`config.mk`:
```
export PLATFORM = sky130hd
export DESIGN_NAME = flopoco_encode
export DESIGN_NICKNAME = d
export VERILOG_FILES = /design/src/rtl/flopoco_pkg.sv /design/src/rtl/flopoco_exn_classify.sv /design/src/rtl/flopoco_encode.sv
export SDC_FILE = /design/constraint.sdc
export NUM_CORES = 1
export LEC_CHECK = 0
export BUFFER_PORTS_ARGS = -buffer_cell sky130_fd_sc_hd__clkbuf_2
export CORE_MARGIN = 10
export CORE_UTILIZATION = 53
export CTS_BUF_LIST = sky130_fd_sc_hd__clkbuf_8
export CTS_CLUSTER_DIAMETER = 40
export DETAILED_ROUTE_END_ITERATION = 7
export GPL_TIMING_DRIVEN = 0
export PLACE_DENSITY_LB_ADDON = 0.08
export SYNTH_ARGS = -nofsm -noshare
export SYNTH_HDL_FRONTEND = slang
export SYNTH_SLANG_ARGS = --single-unit
```
`constraint.sdc`:
```
create_clock -name clk -period 3.3 [get_ports clk]
set_input_delay 0.66 -clock clk [delete_from_list [all_inputs] [get_ports clk]]
set_output_delay 0.66 -clock clk [all_outputs]
set_load 0.01 [all_outputs]
```
`src/rtl/flopoco_pkg.sv`:
```
`default_nettype none
// flopoco_pkg: exception codes, default widths and word-width helpers for the
// FloPoCo encoder, comparator and unpack logic.
package flopoco_pkg;

  localparam logic [1:0] EXN_ZERO   = 2'b00;
  localparam logic [1:0] EXN_NORMAL = 2'b01;
  localparam logic [1:0] EXN_INF    = 2'b10;
  localparam logic [1:0] EXN_NAN    = 2'b11;

  localparam int DEF_WE = 11;
  localparam int DEF_WF = 14;

  function automatic int in_width(input int we, input int wf);
    return we + wf + 1;
  endfunction

  function automatic int out_width(input int we, input int wf);
    return we + wf + 3;
  endfunction

endpackage
`default_nettype wire

```
`src/rtl/flopoco_exn_classify.sv`:
```
`default_nettype none
// flopoco_exn_classify: combinational exception classification of an IEEE-style
// float, with subnormal/NaN flags and the sign as it appears in FloPoCo form.
module flopoco_exn_classify
  import flopoco_pkg::*;
#(
  parameter int WE = DEF_WE,
  parameter int WF = DEF_WF
) (
  input  logic          sign_i,
  input  logic [WE-1:0] exp_i,
  input  logic [WF-1:0] frac_i,
  output logic [1:0]    exn_o,
  output logic          sign_o,
  output logic          is_subnormal_o,
  output logic          is_nan_o
);

  logic exp_zero_w;
  logic exp_ones_w;
  logic frac_nz_w;

  assign exp_zero_w = (exp_i == '0);
  assign exp_ones_w = &exp_i;
  assign frac_nz_w  = |frac_i;

  always_comb begin
    exn_o = EXN_NORMAL;
    if (exp_zero_w) begin
      exn_o = EXN_ZERO;
    end else if (exp_ones_w) begin
      exn_o = frac_nz_w ? EXN_NAN : EXN_INF;
    end
  end

  assign is_subnormal_o = exp_zero_w && frac_nz_w;
  assign is_nan_o       = exp_ones_w && frac_nz_w;
  // NaNs are canonicalised to a positive sign
  assign sign_o         = sign_i && !is_nan_o;

endmodule
`default_nettype wire

```
`src/rtl/flopoco_encode.sv`:
```
`default_nettype none
// flopoco_encode: two-stage valid/ready pipeline converting packed IEEE-style
// floats to FloPoCo words, with saturating subnormal-flush and NaN counters.
module flopoco_encode
  import flopoco_pkg::*;
#(
  parameter int WE = DEF_WE,
  parameter int WF = DEF_WF,
  parameter int CW = 16
) (
  input  logic            clk,
  input  logic            rst,
  input  logic            in_valid,
  output logic            in_ready,
  input  logic [WE+WF:0]  in_data,
  output logic            out_valid,
  input  logic            out_ready,
  output logic [WE+WF+2:0] out_data,
  input  logic            clr_cnt,
  output logic [CW-1:0]   flush_cnt,
  output logic [CW-1:0]   nan_cnt
);

  localparam int IW = in_width(WE, WF);
  localparam int OW = out_width(WE, WF);

  logic          s1_valid_q, s2_valid_q;
  logic [OW-1:0] s1_data_q, s2_data_q;
  logic [OW-1:0] s1_data_d;
  logic [CW-1:0] flush_q, flush_d;
  logic [CW-1:0] nan_q, nan_d;

  logic       adv1_w, adv2_w, accept_w;
  logic [1:0] exn_w;
  logic       sign_w, is_sub_w, is_nan_w;

  flopoco_exn_classify #(
    .WE(WE),
    .WF(WF)
  ) u_classify (
    .sign_i         (in_data[IW-1]),
    .exp_i          (in_data[IW-2:WF]),
    .frac_i         (in_data[WF-1:0]),
    .exn_o          (exn_w),
    .sign_o         (sign_w),
    .is_subnormal_o (is_sub_w),
    .is_nan_o       (is_nan_w)
  );

  assign adv2_w   = !s2_valid_q || out_ready;
  assign adv1_w   = !s1_valid_q || adv2_w;
  assign accept_w = in_valid && adv1_w;

  // Only normal numbers carry exponent and fraction; all specials zero them
  assign s1_data_d = {exn_w, sign_w,
                      (exn_w == EXN_NORMAL) ? in_data[IW-2:0] : {(IW-1){1'b0}}};

  always_comb begin
    flush_d = flush_q;
    nan_d   = nan_q;
    if (clr_cnt) begin
      flush_d = '0;
      nan_d   = '0;
    end else if (accept_w) begin
      if (is_sub_w && (flush_q != '1)) flush_d = flush_q + CW'(1);
      if (is_nan_w && (nan_q != '1))   nan_d   = nan_q + CW'(1);
    end
  end

  always_ff @(posedge clk or posedge rst) begin
    if (rst) begin
      s1_valid_q <= 1'b0;
      s2_valid_q <= 1'b0;
      s1_data_q  <= '0;
      s2_data_q  <= '0;
      flush_q    <= '0;
      nan_q      <= '0;
    end else begin
      if (adv2_w) begin
        s2_valid_q <= s1_valid_q;
        if (s1_valid_q) s2_data_q <= s1_data_q;
      end
      if (adv1_w) begin
        s1_valid_q <= in_valid;
        if (in_valid) s1_data_q <= s1_data_d;
      end
      flush_q <= flush_d;
      nan_q   <= nan_d;
    end
  end

  assign in_ready  = adv1_w;
  assign out_valid = s2_valid_q;
  assign out_data  = s2_data_q;
  assign flush_cnt = flush_q;
  assign nan_cnt   = nan_q;

endmodule
`default_nettype wire
```
==> qor.txt <==
Post-Synthesis Cell Area = 4031 um^2
R2r startpoint = nan_cnt[0]
Gr ovfl total = 0
Synth Instances = 353
WP data required = 3.58 ns
Core area = 7331 um^2
Iter 0 DRT Violations = 125
Rel. slew slack = 0.5618
Syn. warnings = 0
Area contributors post-synth = dfrtp_1 (56%), mux2_2 (8.9%), a22o_1 (4.8%)
Final Skew = 0.009094 ns
Ys flop type = dfrtp_1
Worst setup EP type = register
Worst r2r path cells = 7
Worst r2r dst = nan_cnt[2]
Clock transition at path regs = 0.10 ns
Final worst slack = 0.8707 ns
Max-Cap Viols = 0
Placer Congestion = 0.7781
CTS Buffer Depth = 2
Fmax = 0.4116 GHz
Yosys top cell area share = 0.5587
Synthesized Nets = 386
Largest net degree at the start of global routing = 56
RSZ-0062 raised after global routing = no
P per Cell Area = 508.1 nW/um^2
Worst skew pair latency = 0.36 ns
WL per Instance = 17.92 um
Post-Route WL = 10.03 mm
IO Pins = 93
Leakage power = 0.002219 uW
DRT Pass-1 Iters = 4
Status = complete, no violations
Seq/Total Area, Yosys = 0.5587
Final setup violation count = 0
Adder-Cell Fraction of Synth Area = 0.006207
Simple-gate share of the synthesized area = 0.1890
Slew @ Worst Pin = 0.6522 ns
Detail Placement HPWL = 7.344 mm
Via density = 5.866
WS Path Type = in2reg
Fillers = 615
First-pass GRT wire length = 16.49 mm
Distinct cells, synth = 38
Die footprint = 11500 um^2
Total GRT Usage = 0.1768
Post-CTS Resized = 0
Min-Delay Path Class = in2async
Count leader, synth = dfrtp_1
P&R area growth vs syn = 20.33%
Post-Place Setup Slack = 0.4986 ns
Period minus WS final = 2.429 ns
Register Area = 2252 um^2
# diodes = 0
CTS tree = yes
Initial core utilization = 0.5499
Synth cell count leaders = dfrtp_1 (90), mux2_2 (32), a21oi_1 (24)
DIE HEIGHT = 107.2 um
Compound-Gate Fraction of Synth Area = 0.1248
Postcts setup bufs = 0
Multiplexer share of the synthesized area = 0.09435
Initial antenna violation count = 0
Multi-input gate area = 1697 um^2
VDD IR max = 0.2702 mV
Post-DRT Antenna Nets = 0
Synthesized area per cell = 11.42 um^2
Vias in the first global route = 3306
Setup_tns = 0 ns
Post-synthesis xor/xnor area fraction = 0.006518
Arr. time, crit path = 2.71 ns
Period utilization = 0.7362
Critical path startpoint category = input port
Hold buffers post-CTS = 0
CTS Buf Count = 9
Final nets = 489
Combinational family with the most area after synthesis = simple AND/OR/NAND/NOR gates
Via Count = 3285
Num rows = 31
Root buffer cell = clkbuf_8
Die W = 107.2 um
Hold Fails Final Rpt = 0
Number of H-tree levels = 3
Num Clock Sinks = 90
Worst Path Max Fanout = 10
Largest area contributor in the netlist = dfrtp_1
Final slew viol count = 0
Reg2Reg Setup Slack = 1.15 ns
Detailed-route DRC error count = 0
EDFF count, synth = 0
Share of flip-flops with an asynchronous set or reset = 1.000
#FFs+latches synth = 90
Share of cells above drive strength 1 = 0.3275
IO Port Bufs = 91
[state kept, by name, indices dropped and copies added, names as in the netlist]
signal      cells
nan_cnt        16
flush_cnt      16
out_valid       1
s1_valid_q      1
s1_data_q      28
out_data       28
[metrics by stage]
stage | instances | power, uW | cell area, um^2 | util | hold slack (ns)
2_1_floorplan | 353 | 1521 | 4031 | - | 0.4348
3_3_place_gp | 543 | 1676 | 4611 | 0.6289 | 0.4515
3_5_place_dp | 544 | 1700 | 4641 | 0.6330 | 0.4562
4_1_cts | 560 | 2477 | 4851 | 0.6617 | 0.3262
5_1_grt | 560 | 2585 | 4851 | 0.6617 | 0.3479
6_report | 560 | 2465 | 4851 | 0.6617 | 0.3184
[area by class of cell]
| cell class | instances | share of cell area |
|---|---|---|
| buffer | 15 | 0.01393 |
| clock buffer | 10 | 0.02837 |
| clock inverter | 6 | 0.01496 |
| inverter | 4 | 0.003611 |
| multi-input combinational | 244 | 0.3498 |
| sequential | 90 | 0.4643 |
| tap | 99 | 0.02554 |
| timing repair buffer | 92 | 0.09956 |
[power breakdown]
part | leakage (uW) | internal (uW) | switching (uW)
Sequential | 0.00116 | 1230 | 68.0
Clock | 0.000103 | 379 | 417
Combinational | 0.000959 | 180 | 192
[cells by family after synthesis]
kind of cell,count (synthesis)
XOR/XNOR,3
AO/OA/AOI/OAI,75
adder cells (fa/ha/maj),2
AND/OR/NAND/NOR,130
buffers and inverters,19
multiplexers,34
flip-flops,90
[worst max-delay path by stage]
stage | from | endpoint | slack (ns) | cells past startpoint
after floorplan | rst | flush_cnt[0] | 0.30 | 1
final | in_data[8] | flush_cnt[8] | 0.87 | 7
after global placement | rst | out_data[19] | -0.74 | 2
after detailed placement | in_data[8] | flush_cnt[6] | 0.50 | 7
after global routing | in_data[8] | nan_cnt[9] | 0.66 | 7
after CTS | in_data[8] | flush_cnt[12] | 0.86 | 7
[worst max-delay path: stages]
cell	delay, ns
clkbuf_2	0.10
nor4_1	0.35
nand4_1	0.43
nand4_1	0.49
clkbuf_1	0.37
o21ai_0	0.15
a21oi_1	0.15
[cell usage in the layout, fill, tap and decap left out, types with 4 or more instances in the layout]
cell type and instances:
and3_1 5, nor4_1 7, mux2_2 32, and4_1 4, nor2_1 13, nand4_1 15, clkbuf_1 13, nor2b_1 4
or3_1 14, clkbuf_8 10, or4_1 10, nand2_1 23, o21ai_0 16, a21oi_1 24, nand3_1 17, clkbuf_2 91
o31ai_1 10, a22o_1 22, dfrtp_1 90
[layer usage]
| layer | wire length (um) | up-vias | GRT usage |
|---|---|---|---|
| li1 | - | 1555 | - |
| met1 | 4351 | 1610 | 0.2129 |
| met2 | 4835 | 105 | 0.2866 |
| met3 | 696 | 15 | 0.05988 |
| met4 | 149 | 0 | 0.06673 |
| met5 | 0 | - | 0 |
Power figures use the tool's default switching activity.
